File: src/rtl/frogger_game_fsm_pkg.sv
`default_nettype none
// ============================================================================
// Module  : frogger_game_fsm_pkg
// Brief   : Shared widths, state codes and helpers for the Frogger sequencer.
// Revision: 1.0 - initial release
// ============================================================================
package frogger_game_fsm_pkg;

    localparam int LIVES_W    = 2;
    localparam int LEVEL_W    = 7;
    localparam int TILE_ROW_W = 6;
    localparam int TILE_COL_W = 5;
    localparam int STATE_W    = 3;
    localparam int FRAME_W    = 8;

    localparam logic [STATE_W-1:0] c_ST_IDLE      = 3'd0;
    localparam logic [STATE_W-1:0] c_ST_PLAY      = 3'd1;
    localparam logic [STATE_W-1:0] c_ST_HIT       = 3'd2;
    localparam logic [STATE_W-1:0] c_ST_LEVEL_UP  = 3'd3;
    localparam logic [STATE_W-1:0] c_ST_RESPAWN   = 3'd4;
    localparam logic [STATE_W-1:0] c_ST_GAME_OVER = 3'd5;

    // Thermometer code for the lives LEDs: bit n lit when lives > n.
    function automatic logic [2:0] lives_to_led(input logic [LIVES_W-1:0] lives);
        return {lives > 2'd2, lives > 2'd1, lives > 2'd0};
    endfunction

endpackage
`default_nettype wire

File: src/rtl/frogger_game_fsm_frame_timer.sv
`default_nettype none
// ============================================================================
// Module  : frogger_game_fsm_frame_timer
// Brief   : Saturating frame-tick counter with clear, compare and tap output.
// Revision: 1.0 - initial release
// ============================================================================
module frogger_game_fsm_frame_timer #(
    parameter int WIDTH = 8,
    parameter int TAP   = 3
) (
    input  logic             clk_i,
    input  logic             rst_i,
    input  logic             tick_i,
    input  logic             clear_i,
    input  logic [WIDTH-1:0] cmp_i,
    output logic             match_o,
    output logic             tap_next_o
);

    logic [WIDTH-1:0] count_q;
    logic [WIDTH-1:0] count_d;

    always_comb begin
        count_d = count_q;
        if (clear_i) begin
            count_d = '0;
        end else if (tick_i && (count_q != '1)) begin
            count_d = count_q + WIDTH'(1);
        end
    end

    always_ff @(posedge clk_i) begin
        if (rst_i) begin
            count_q <= '0;
        end else begin
            count_q <= count_d;
        end
    end

    assign match_o    = (count_q == cmp_i);
    // The tap is taken from the next value so a registered consumer lines up with the count.
    assign tap_next_o = count_d[TAP];

endmodule
`default_nettype wire

File: src/rtl/frogger_game_fsm.sv
`default_nettype none
// ============================================================================
// Module  : frogger_game_fsm
// Brief   : Frogger game sequencer: lives, level, phase and gameplay enables.
// Revision: 1.0 - initial release
// ============================================================================
module frogger_game_fsm
    import frogger_game_fsm_pkg::*;
#(
    parameter int LIVES_INIT   = 3,
    parameter int MAX_LEVEL    = 99,
    parameter int DEATH_FRAMES = 60,
    parameter int WIN_FRAMES   = 30,
    parameter int GOAL_ROW     = 0,
    parameter int FLASH_BIT    = 3
) (
    input  logic                  i_Clk,
    input  logic                  i_Reset,
    input  logic                  i_Frame_Tick,
    input  logic                  i_Game_Start,
    input  logic                  i_Collided,
    input  logic [TILE_ROW_W-1:0] i_Frog_Y,
    output logic [STATE_W-1:0]    o_State,
    output logic [LIVES_W-1:0]    o_Lives,
    output logic [LEVEL_W-1:0]    o_Level,
    output logic [2:0]            o_Lives_LED,
    output logic                  o_Frog_Reset,
    output logic                  o_Input_Enable,
    output logic                  o_Cars_Enable,
    output logic                  o_Flash,
    output logic                  o_Game_Over
);

    logic [STATE_W-1:0] state_q, state_d;
    logic [LIVES_W-1:0] lives_q, lives_d;
    logic [LEVEL_W-1:0] level_q, level_d;
    logic               grace_q, grace_d;
    logic               start_q;
    logic               frog_reset_q, frog_reset_d;
    logic               enable_q, enable_d;
    logic               flash_q, flash_d;
    logic               game_over_q, game_over_d;
    logic [2:0]         led_q, led_d;

    logic               w_start_rise;
    logic               w_hit;
    logic               w_goal;
    logic               w_state_change;
    logic               w_timer_match;
    logic               w_flash_next;
    logic [FRAME_W-1:0] w_timer_cmp;

    assign w_start_rise   = i_Game_Start & ~start_q;
    assign w_hit          = i_Collided & grace_q;
    assign w_goal         = (i_Frog_Y == TILE_ROW_W'(GOAL_ROW));
    assign w_state_change = (state_d != state_q);
    assign w_timer_cmp    = (state_q == c_ST_HIT) ? FRAME_W'(DEATH_FRAMES) : FRAME_W'(WIN_FRAMES);

    frogger_game_fsm_frame_timer #(
        .WIDTH (FRAME_W),
        .TAP   (FLASH_BIT)
    ) u_frame_timer (
        .clk_i      (i_Clk),
        .rst_i      (i_Reset),
        .tick_i     (i_Frame_Tick),
        .clear_i    (w_state_change),
        .cmp_i      (w_timer_cmp),
        .match_o    (w_timer_match),
        .tap_next_o (w_flash_next)
    );

    always_ff @(posedge i_Clk) begin
        if (i_Reset) begin
            state_q      <= c_ST_IDLE;
            lives_q      <= LIVES_W'(LIVES_INIT);
            level_q      <= '0;
            grace_q      <= 1'b0;
            start_q      <= 1'b1;
            frog_reset_q <= 1'b0;
            enable_q     <= 1'b0;
            flash_q      <= 1'b0;
            game_over_q  <= 1'b0;
            led_q        <= lives_to_led(LIVES_W'(LIVES_INIT));
        end else begin
            state_q      <= state_d;
            lives_q      <= lives_d;
            level_q      <= level_d;
            grace_q      <= grace_d;
            start_q      <= i_Game_Start;
            frog_reset_q <= frog_reset_d;
            enable_q     <= enable_d;
            flash_q      <= flash_d;
            game_over_q  <= game_over_d;
            led_q        <= led_d;
        end
    end

    always_comb begin
        state_d = state_q;
        lives_d = lives_q;
        level_d = level_q;
        case (state_q)
            c_ST_IDLE, c_ST_GAME_OVER: begin
                if (w_start_rise) begin
                    lives_d = LIVES_W'(LIVES_INIT);
                    level_d = '0;
                    state_d = c_ST_PLAY;
                end
            end
            c_ST_PLAY: begin
                // A collision outranks reaching the goal in the same cycle.
                if (w_hit) begin
                    lives_d = lives_q - LIVES_W'(1);
                    state_d = c_ST_HIT;
                end else if (w_goal) begin
                    level_d = (level_q >= LEVEL_W'(MAX_LEVEL)) ? LEVEL_W'(MAX_LEVEL)
                                                               : level_q + LEVEL_W'(1);
                    state_d = c_ST_LEVEL_UP;
                end
            end
            c_ST_HIT: begin
                if (w_timer_match) begin
                    state_d = (lives_q == '0) ? c_ST_GAME_OVER : c_ST_RESPAWN;
                end
            end
            c_ST_LEVEL_UP: begin
                if (w_timer_match) begin
                    state_d = c_ST_RESPAWN;
                end
            end
            c_ST_RESPAWN: begin
                state_d = c_ST_PLAY;
            end
            default: begin
                state_d = c_ST_IDLE;
            end
        endcase
    end

    always_comb begin
        frog_reset_d = (state_d == c_ST_PLAY) && (state_q != c_ST_PLAY);
        enable_d     = (state_d == c_ST_PLAY);
        flash_d      = (state_d == c_ST_HIT) && w_flash_next;
        game_over_d  = (state_d == c_ST_GAME_OVER);
        led_d        = lives_to_led(lives_d);
        // Collisions stay masked after each PLAY entry until a frame tick arrives.
        grace_d      = grace_q;
        if (frog_reset_d) begin
            grace_d = 1'b0;
        end else if ((state_q == c_ST_PLAY) && i_Frame_Tick) begin
            grace_d = 1'b1;
        end
    end

    assign o_State        = state_q;
    assign o_Lives        = lives_q;
    assign o_Level        = level_q;
    assign o_Lives_LED    = led_q;
    assign o_Frog_Reset   = frog_reset_q;
    assign o_Input_Enable = enable_q;
    assign o_Cars_Enable  = enable_q;
    assign o_Flash        = flash_q;
    assign o_Game_Over    = game_over_q;

endmodule
`default_nettype wire

File: config.mk
export PLATFORM = sky130hd
export DESIGN_NAME = frogger_game_fsm
export DESIGN_NICKNAME = d
export VERILOG_FILES = /design/src/rtl/frogger_game_fsm_pkg.sv /design/src/rtl/frogger_game_fsm_frame_timer.sv /design/src/rtl/frogger_game_fsm.sv
export SDC_FILE = /design/constraint.sdc
export NUM_CORES = 1
export LEC_CHECK = 0
export BUFFER_PORTS_ARGS = -buffer_cell sky130_fd_sc_hd__buf_4
export CORE_MARGIN = 2
export CORE_UTILIZATION = 45
export DETAILED_ROUTE_END_ITERATION = 16
export GPL_TIMING_DRIVEN = 0
export HOLD_SLACK_MARGIN = 0.15
export PLACE_DENSITY = 0.65
export SYNTH_ARGS = -nofsm -noshare
export SYNTH_HDL_FRONTEND = slang
export SYNTH_SLANG_ARGS = --single-unit
File: constraint.sdc
create_clock -name i_Clk -period 4.25 [get_ports i_Clk]
set_clock_uncertainty 0.2 [all_clocks]
set_input_delay 0.6375 -clock i_Clk [delete_from_list [all_inputs] [get_ports i_Clk]]
set_output_delay 0.6375 -clock i_Clk [all_outputs]
set_load 0.005 [all_outputs]
**Yosys cells after proc, flatten, opt, wreduce, memory -nomap -nowiden**

Cells that the tools add are included.

- Eq/ne operators: 15
- Multiplexer cells: 18
- $add $sub $neg: 3
- Reductions and logical operators: 12
- Order comparisons: 4
- Bitwise logic cells: 3

Operator list:

| kind | count |
|---|---|
| two-way mux 7 bit | 4 |
| two-way mux 3 bit | 5 |
| one-hot mux 3 bit (5 select lines) | 1 |
| one-hot mux 7 bit (2 select lines) | 1 |
| equality test 3 x 2 -> 1 bit, second input constant | 3 |
| equality test 3 bit, second input constant | 3 |
| adder 8 x 1 -> 8 bit, second input constant | 1 |
| equality test 8 x 6 -> 1 bit | 1 |
| two-way mux 4 bit | 2 |
| != test 8 bit, second input constant | 1 |
| adder 7 x 1 -> 7 bit, second input constant | 1 |
| >= comparator 7 bit, second input constant | 1 |
| equality test 3 x 1 -> 1 bit, second input constant | 2 |
| zero test 6 bit | 1 |
| two-way mux 6 bit | 1 |
| != test 2 bit, second input constant | 3 |
| OR reduction 2 bit | 3 |
| > comparator 2 x 1 -> 1 bit, second input constant | 2 |
| logical AND 1 bit | 4 |
| two-way mux 2 bit | 2 |
| one-hot mux 2 bit (2 select lines) | 1 |
| AND reduction 4 bit | 1 |
| zero test 3 bit | 1 |
| != test 3 x 1 -> 1 bit, second input constant | 1 |
| other kinds (8) | 9 |

- Logic and storage cells: 67
- Bits in registers: 29
- Output and inout port bits: 20
- Input port bits: 11

**Depth between registers and ports, before layout**

Gate-level depths: netlist of the first run.

- Depth after elaboration: 8
- Depth in mapped cells: 8
- Gate-level depth less buffers: 7

**Hierarchy**

A second synthesis of the first run with hierarchy kept.

- Cells, all modules: 198
- Area total of the unflattened synthesis: 1734.2 µm²

Modules (own cells, without submodules):

| module | cells an instance | times used | area each (µm²) | seq. area each (µm²) |
|---|---|---|---|---|
| frogger_game_fsm | 135 | 1 | 1208.7 | 420.4 |
| frogger_game_fsm_frame_timer | 63 | 1 | 525.5 | 160.2 |

**Worst setup path before layout of the first run**

OpenSTA, ideal clock, no wires.

- Path kind: input to register
- Start point: input port i_Frog_Y[1]
- End point: register flash_q (netlist: o_Flash)
- Path buffers: 1
- Cell stages on the path: 6
- Data required time: 3.963 ns
- Library setup time: 0.087 ns
- Slack: 2.086 ns
- Arrival time: 1.877 ns
- Cell sequence: nor4_1 -> a22o_1 -> and2_1 -> or4_1 -> buf_2 -> nor4b_4

- Word-level cells in the longest chain between the ends: 7
- Elaborated cells between the ends (all ways): 8

Ends and longest elaborated chain:

| item | line | RTL |
|---|---|---|
| start, declared | frogger_game_fsm.sv:22 | `input logic [TILE_ROW_W-1:0] i_Frog_Y,` |
| zero test 6 bit * | frogger_game_fsm.sv:55 | `assign w_goal = (i_Frog_Y == TILE_ROW_W'(GOAL_ROW));` |
| two-way mux 3 bit * | frogger_game_fsm.sv:115 | `end else if (w_goal) begin` |
| two-way mux 3 bit * | frogger_game_fsm.sv:112 | `if (w_hit) begin` |
| one-hot mux 3 bit (5 select lines) * | frogger_game_fsm.sv:102 | `case (state_q)` |
| != test 3 bit | frogger_game_fsm.sv:56 | `assign w_state_change = (state_d != state_q);` |
| two-way mux 4 bit | frogger_game_fsm_frame_timer.sv:25 | `if (clear_i) begin` |
| logical AND 1 bit * | frogger_game_fsm.sv:143 | `flash_d = (state_d == c_ST_HIT) && w_flash_next;` |
| end signal, assigned | frogger_game_fsm.sv:92 | `flash_q <= flash_d;` |
| end, declared | frogger_game_fsm.sv:41 | `logic flash_q, flash_d;` |

Every way passes the cells marked *; elsewhere a longest branch is shown, timed or not.
A chain may end at the register's enable or synchronous reset.

**Worst setup path after layout of the first run**

- Start point: register level_q[0] (netlist: o_Level[0])
- End point: register level_q[3] (netlist: o_Level[3])

- Word-level cells in the longest chain between the ends: 5
- Elaborated cells between the ends (all ways): 6

Ends and longest elaborated chain:

| item | line | RTL |
|---|---|---|
| start, declared | frogger_game_fsm.sv:36 | `logic [LEVEL_W-1:0] level_q, level_d;` |
| start signal, assigned | frogger_game_fsm.sv:87 | `level_q <= level_d;` |
| adder 7 x 1 -> 7 bit / >= comparator 7 bit (equally long branches) | frogger_game_fsm.sv:117, frogger_game_fsm.sv:116 |  |
| two-way mux 7 bit * | frogger_game_fsm.sv:116 | `level_d = (level_q >= LEVEL_W'(MAX_LEVEL)) ? LEVEL_W'(MAX_LEVEL)` |
| two-way mux 7 bit * | frogger_game_fsm.sv:115 |  |
| two-way mux 7 bit * | frogger_game_fsm.sv:112 |  |
| one-hot mux 7 bit (2 select lines) * | frogger_game_fsm.sv:102 |  |

Every way passes the cells marked *; elsewhere a longest branch is shown, timed or not. The select of a mux whose other input is x is not followed.

==> flow_metrics.env, run 1 <==
export IMPL_status="complete, no violations"
export IMPL_grt_use_total=0.1902
export IMPL_ys_ff_latch=29
export IMPL_syn2layout_area_growth_pct=21.23
export IMPL_synth_edf_count=0
export IMPL_die_x_um=61.45
export IMPL_pre_cts_ws_ns=1.803
export IMPL_dr_wl_met2_mm=1.536
export IMPL_start_util=0.4786
export IMPL_yosysTopAreaCell="dfxtp_1"
export IMPL_fin_setup_tns_ns=0
export IMPL_synth_warning_count=0
export IMPL_hp_class="in2reg"
export IMPL_rsz0062_at_grt="no"
export IMPL_p_leak_uw=0.0007393
export IMPL_relSlewSlack=0.5539
export IMPL_required_ns=4.30
export IMPL_grt_overflow=0
export IMPL_cap_violations=0
export IMPL_grt_pass1_vias=1160
export IMPL_startpoint_type="flip-flop"
export IMPL_worstSetupPathType="reg2reg"
export IMPL_syn_inst=179
export IMPL_yosys_top_cells_area="dfxtp_1 39%, nor2_1 6.8%, a21oi_1 4.4%, nor3_1 3.7%, nand2_1 2.8%"
export IMPL_dr_pass1_iters=4
export IMPL_dp_hpwl_mm=2.478
export IMPL_cts_hold_buf=0
export IMPL_grt_max_degree=11
export IMPL_cts_tree="built"
export IMPL_setup_viol=0
export IMPL_crit_fanout=6
export IMPL_path_clk_slew_ns=0.09
export IMPL_cp_end_kind="flip-flop"
export IMPL_antenna_found_initial=0
export IMPL_ys_async_sr_fraction=0
export IMPL_die_y_um=61.45
export IMPL_rows=20
export IMPL_max_freq_mhz=449.4
export IMPL_wl_mm=3.318
export IMPL_syn_area_um2=1485
export IMPL_fillCellCount=297
export IMPL_p_per_area_nw_per_um2=259.7
export IMPL_fin_crit_ns=2.225
export IMPL_first_iter_violations=53
export IMPL_setup_ws_ns=2.025
export IMPL_wl_met1_mm=1.626
export IMPL_tightestPinTransition_ns=0.6640
export IMPL_cts_resized=0
export IMPL_layout_drive_gt1_share=0.2243
export IMPL_finalCritPeriodShare=0.5236
export IMPL_dieArea_um2=3776
export IMPL_htreeDepth=2
export IMPL_critPathArrivalTime_ns=2.28
export IMPL_place_congestion=0.8102
export IMPL_highest_layer="met4"
export IMPL_remaining_drc_errors=0
export IMPL_synth_distinct_cells=45
export IMPL_synth_fp_nets=193
export IMPL_clk_latency_ns=0.32
export IMPL_ir_worst_vdd_v=0.0002069
export IMPL_hold_viol=0
export IMPL_post_cts_buffers=0
export IMPL_syn_avg_cell_area_um2=8.297
export IMPL_fin_nets=229
export IMPL_io_pins=31
export IMPL_diodes=0
export IMPL_yosysTopAreaCellShare=0.3909
export IMPL_viasPerCell=5.422
export IMPL_yosys_most_used_dff="dfxtp_1"
export IMPL_port_buffers=29
export IMPL_numCtsBuffers=5
export IMPL_seq_area_frac_synth=0.3909
export IMPL_cts_root_buf="clkbuf_4"
export IMPL_cts_sinks=29
export IMPL_vias=1399
export IMPL_grt_pass1_wl_mm=5.216
export IMPL_wl_met3_um=130
export IMPL_coreArea_um2=3103
export IMPL_wl_per_cell_um=12.86
export IMPL_drtAntennaViolNets=0
export IMPL_cts_buffer_depth=2
export IMPL_drv_slew=0
[path summary, 6_finish.rpt]
path	from	endpoint	slack [ns]	cells past startpoint
hold reg to reg	u_frame_timer.count_q[4]$_SDFFE_PP0P_	u_frame_timer.count_q[4]$_SDFFE_PP0P_	0.35	2
setup / recovery	o_Level[0]$_SDFFE_PP0P_	o_Level[3]$_SDFFE_PP0P_	2.02	6
setup reg to reg	o_Level[0]$_SDFFE_PP0P_	o_Level[3]$_SDFFE_PP0P_	2.02	6
hold / removal	i_Game_Start	start_q$_SDFF_PP1_	0.32	2
[where the power goes]
part	total (µW)	internal, µW	switching (µW)
Sequential	282	276	5.60
Combinational	42.4	19.6	22.8
Clock	144	57.2	86.5
[critical path, stage by stage (launching register included)]
cell and delay [ns]:
dfxtp_1 0.36, ha_1 0.25, a211o_1 0.29, o311ai_2 0.38, nand2_1 0.15, or4_1 0.41
o21ai_1 0.11
[state kept, by name, summed over array words and instances (netlist names), 2 cells and up]
name and cells:
u_frame_timer.count_q 8, o_State 3, o_Lives 2, o_Level 7, o_Lives_LED 3
[layout by cell type (no fill, tap or decap), drive strengths merged, types with 2 or more instances in the layout]
cell and count:
buf 34, dfxtp 29, nor2 28, a21oi 13, nand2 11, nor3 11
clkbuf 8, nand3 7, o21ai 7, or3 5, inv 4, xor2 4
xnor2 4, nor3b 4, nand4 3, and2 3, or2 3, ha 3
o211ai 3, nor4 2, and4 2, nand2b 2, and3 2, nand3b 2
and4b 2, a31oi 2, or4 2
[cells by family after synthesis]
family / share of synthesized area
XOR/XNOR: 0.04717
multiplexers: 0.006740
flip-flops: 0.3909
AO/OA/AOI/OAI: 0.1331
buffers and inverters: 0.03790
AND/OR/NAND/NOR: 0.3589
adder cells (fa/ha/maj): 0.02528
[synthesized netlist by cell type, drive strengths merged (2+ instances only)]
cell	instances
nor2	28
xnor2	4
inv	4
dfxtp	29
nand2	11
or4	2
and4	2
or3	5
ha	3
nor4	2
nand2b	2
o211ai	3
a21oi	13
nand3	7
xor2	4
and4b	2
nand4	3
buf	5
and2	3
a31oi	2
clkbuf	3
nand3b	2
and3	2
or2	3
o21ai	7
nor3	11
nor3b	4
[metal layers]
metal,global-route usage,vias up
met2,0.2827,26
met3,0.05882,4
met5,0,-
li1,-,710
met4,0.07295,0
met1,0.2590,659
[through the flow]
step                      hold WS [ns]  instances    util  power, µW  cell area (µm²)
final                           0.3189        258  0.5802      467.6             1800
after floorplan                 0.2988        179       -      312.0             1485
after detailed placement        0.3339        252  0.5665      329.9             1758
after global routing            0.3112        258  0.5802      489.6             1800
after CTS                       0.3129        258  0.5802      469.5             1800
after global placement          0.3256        252  0.5665      328.8             1758
[area by class of cell]
| class | count | area [µm²] | share of cell area |
|---|---|---|---|
| Buffer | 8 | 41.29 | 0.02293 |
| Clock buffer | 5 | 37.54 | 0.02085 |
| Clock inverter | 1 | 5.005 | 0.002780 |
| Inverter | 4 | 15.01 | 0.008339 |
| Multi-Input combinational cell | 138 | 848.3 | 0.4712 |
| Sequential cell | 29 | 580.6 | 0.3224 |
| Tap cell | 44 | 55.05 | 0.03058 |
| Timing Repair Buffer | 29 | 217.7 | 0.1209 |
No activity file was read; power rests on OpenSTA's default activity.
==> run 2, diff against run 1 <==
- ABC_AREA: not set -> 1
- PLACE_DENSITY: 0.65 -> 0.64
- clock period: 4.25 -> 2.1 ns (I/O delays scaled with it)
==> flow_metrics.env, run 2 <==
export IMPL_syn2layout_area_growth_pct=25.87
export IMPL_top_register="u_frame_timer.count_q"
export IMPL_drtAntennaViolNets=0
export IMPL_postLayoutCoreUtil=0.5900
export IMPL_hold_path_end="o_Level[1]$_SDFFE_PP0P_"
export IMPL_syn_area_um2=1577
export IMPL_vias=1484
export IMPL_r2r_cells=9
export IMPL_diodes=0
export IMPL_port_buffers=30
export IMPL_synth_simple_area_share=0.3778
export IMPL_grt_pass1_wl_mm=5.802
export IMPL_viasPerCell=4.850
export IMPL_p_comb_frac=0.109
export IMPL_rsz0062_at_grt="no"
export IMPL_remaining_drc_errors=0
export IMPL_yosysTopAreaCell="dfxtp_1"
export IMPL_critPathMaxStageDelay_ns=0.55
export IMPL_worstSetupPathType="in2reg"
export IMPL_place_congestion=0.8820
export IMPL_synthMuxAreaShare=0
export IMPL_cap_violations=0
export IMPL_final_common_cell="nand2_1"
export IMPL_fin_crit_ns=1.808
export IMPL_synth_top_family_by_area="simple AND/OR/NAND/NOR gates"
export IMPL_syn_avg_cell_area_um2=7.232
export IMPL_start_util=0.4687
export IMPL_critPathArrivalTime_ns=1.83
export IMPL_dieArea_um2=3993
export IMPL_hold_viol=0
export IMPL_relSlewSlack=0.7062
export IMPL_critPathSlowestCell="dlygate4sd3_1"
export IMPL_p_sw_uw=276.6
export IMPL_fillCellCount=334
export IMPL_startpoint_type="primary input"
export IMPL_p_int_uw=900.8
export IMPL_yosysMostFrequentCell="nand2_1"
export IMPL_hold_start="o_Level[1]$_SDFFE_PP0P_"
export IMPL_p_leak_uw=0.0009359
export IMPL_dp_hpwl_mm=2.508
export IMPL_synthTopCellsByCount="42 x nand2_1, 29 x dfxtp_1, 26 x inv_1, 26 x nor2_1, 13 x nand3_1"
export IMPL_required_ns=2.12
export IMPL_cts_tree="built"
export IMPL_synth_distinct_cells=34
export IMPL_r2r_start="o_State[1]$_SDFF_PP0_"
export IMPL_wl_mm=3.236
export IMPL_critical_path_cell_chain="dlygate4sd3_1 -> buf_4 -> or2_2 -> dlygate4sd3_1"
export IMPL_grt_use_total=0.1874
export IMPL_ys_ff_latch=29
export IMPL_yosys_most_used_dff="dfxtp_1"
export IMPL_cts_root_buf="clkbuf_4"
export IMPL_grt_overflow=0
export IMPL_path_clk_slew_ns=0.09
export IMPL_clk_latency_ns=0.33
export IMPL_drv_slew=0
export IMPL_htreeDepth=2
export IMPL_grt_pass1_vias=1399
export IMPL_synth_edf_count=0
export IMPL_swShare=0.2349
export IMPL_fin_nets=273
export IMPL_crit_fanout=7
export IMPL_antenna_found_initial=0
export IMPL_synth_warning_count=0
export IMPL_status="complete, no violations"
export IMPL_synth_fp_nets=232
export IMPL_post_cts_buffers=0
export IMPL_io_pins=31
export IMPL_ir_worst_vdd_v=0.0004590
export IMPL_synth_compound_area_frac=0.1087
export IMPL_ys_async_sr_fraction=0
export IMPL_cp_end_kind="flip-flop"
export IMPL_pwr_share_clk=0.406
export IMPL_largest_register_ffs=8
export IMPL_rrSetupSlack_ns=0.33
export IMPL_fin_setup_tns_ns=0
export IMPL_setup_viol=0
export IMPL_pwr_share_seq=0.485
export IMPL_min_path_cells=2
export IMPL_grt_max_degree=11
export IMPL_wl_per_cell_um=10.58
export IMPL_syn_inst=218
export IMPL_finalCritPeriodShare=0.8611
export IMPL_cts_sinks=29
export IMPL_rows=21
export IMPL_cpMostUsedCell="dlygate4sd3_1"
export IMPL_layout_drive_gt1_share=0.2808
export IMPL_synth_xor_area_share=0.03333
export IMPL_synth_adder_area_share=0.02381
export IMPL_layout_common_cells="42 x nand2_1, 31 x buf_4, 29 x dfxtp_1, 26 x inv_1, 26 x nor2_1"
export IMPL_yosys_top_cells_area="dfxtp_1 37%, nand2_1 10%, inv_1 6.2%, nor2_1 6.2%, nand3_1 4.1%"
export IMPL_max_freq_mhz=553.0
export IMPL_seq_area_frac_synth=0.3683
export IMPL_tightestPinTransition_ns=0.4407
export IMPL_die_x_um=63.19
export IMPL_hp_class="reg2reg"
export IMPL_numCtsBuffers=5
export IMPL_die_y_um=63.19
export IMPL_rr_endpoint="grace_q$_SDFFE_PP0P_"
export IMPL_whs_ns=0.3152
export IMPL_p_per_area_nw_per_um2=593.3
export IMPL_coreArea_um2=3363
export IMPL_yosysTopAreaCellShare=0.3683
export IMPL_first_iter_violations=37
export IMPL_dr_pass1_iters=4
export IMPL_cts_buffer_depth=2
[run 2: worst max-delay path, delay by kind of cell]
kind / cells / cell delay (ns)
AND/OR/NAND/NOR: 1 / 0.26
buffers and inverters: 3 / 1.26
[run 2: area by class of cell]
type                    instances  area, µm²  share of cell area
clock inverters                 1      30.03             0.01513
plain buffers                   2      11.26            0.005675
flip-flops and latches         29      580.6              0.2926
well taps                      46      57.56             0.02900
inverters                      34      127.6             0.06431
repair buffers                 34      265.3              0.1337
multi-input cells             153      857.1              0.4319
clock buffers                   7      55.05             0.02774
[run 2: worst max path at each step]
stage,startpoint,endpoint,slack [ns],cells after the start
after floorplan,u_frame_timer.count_q[1]$_SDFFE_PP0P_,o_Flash$_SDFF_PP0_,0.57,9
after global placement,o_State[1]$_SDFF_PP0_,grace_q$_SDFFE_PP0P_,0.34,9
after detailed placement,o_State[1]$_SDFF_PP0_,grace_q$_SDFFE_PP0P_,0.35,9
after CTS,i_Game_Start,u_frame_timer.count_q[5]$_SDFFE_PP0P_,0.30,9
after global routing,o_State[0]$_SDFF_PP0_,grace_q$_SDFFE_PP0P_,0.18,9
final,i_Reset,start_q$_SDFF_PP1_,0.29,4
[run 2: stage by stage]
stage / std cells / area, µm² / setup slack (ns) / total power (µW)
finish: 306 / 1984 / 0.2918 / 1177
detailed placement: 294 / 1859 / 0.3486 / 707.1
global route: 306 / 1984 / 0.1845 / 1242
global placement: 294 / 1859 / 0.3430 / 706.3
CTS: 306 / 1984 / 0.3039 / 1194
floorplan: 218 / 1577 / 0.5747 / 659.9
[run 2: power by group through the flow]
stage / registers, µW / clock network (µW) / logic (µW)
after floorplan: 583 / 0 / 76.6
after global placement: 584 / 0 / 123
after detailed placement: 584 / 0 / 123
after CTS: 571 / 494 / 129
after global routing: 573 / 524 / 145
final: 571 / 478 / 129
[run 2: cell families after synthesis]
| family | after synthesis |
|---|---|
| DFF | 29 |
| adders and majority gates | 3 |
| xor gates and xnor gates | 6 |
| AOI/OAI and AO/OA | 28 |
| buffers and inverters | 36 |
| and+or+nand+nor | 116 |
[run 2: what timing repair did]
action                                 in CTS  in global routing
endpoints found under the hold margin      11                  0
hold buffers                                4                  0
resized for setup                           0                  0
[run 2: routing by layer]
| layer | part of all wire | up-vias | wire length (µm) | GRT usage |
|---|---|---|---|---|
| li1 | - | 779 | - | - |
| met3 | 0.053 | 8 | 170 | 0.06964 |
| met2 | 0.44 | 38 | 1426 | 0.3005 |
| met4 | 0.024 | 0 | 78 | 0.08967 |
| met5 | 0 | - | 0 | 0 |
| met1 | 0.48 | 659 | 1561 | 0.2211 |
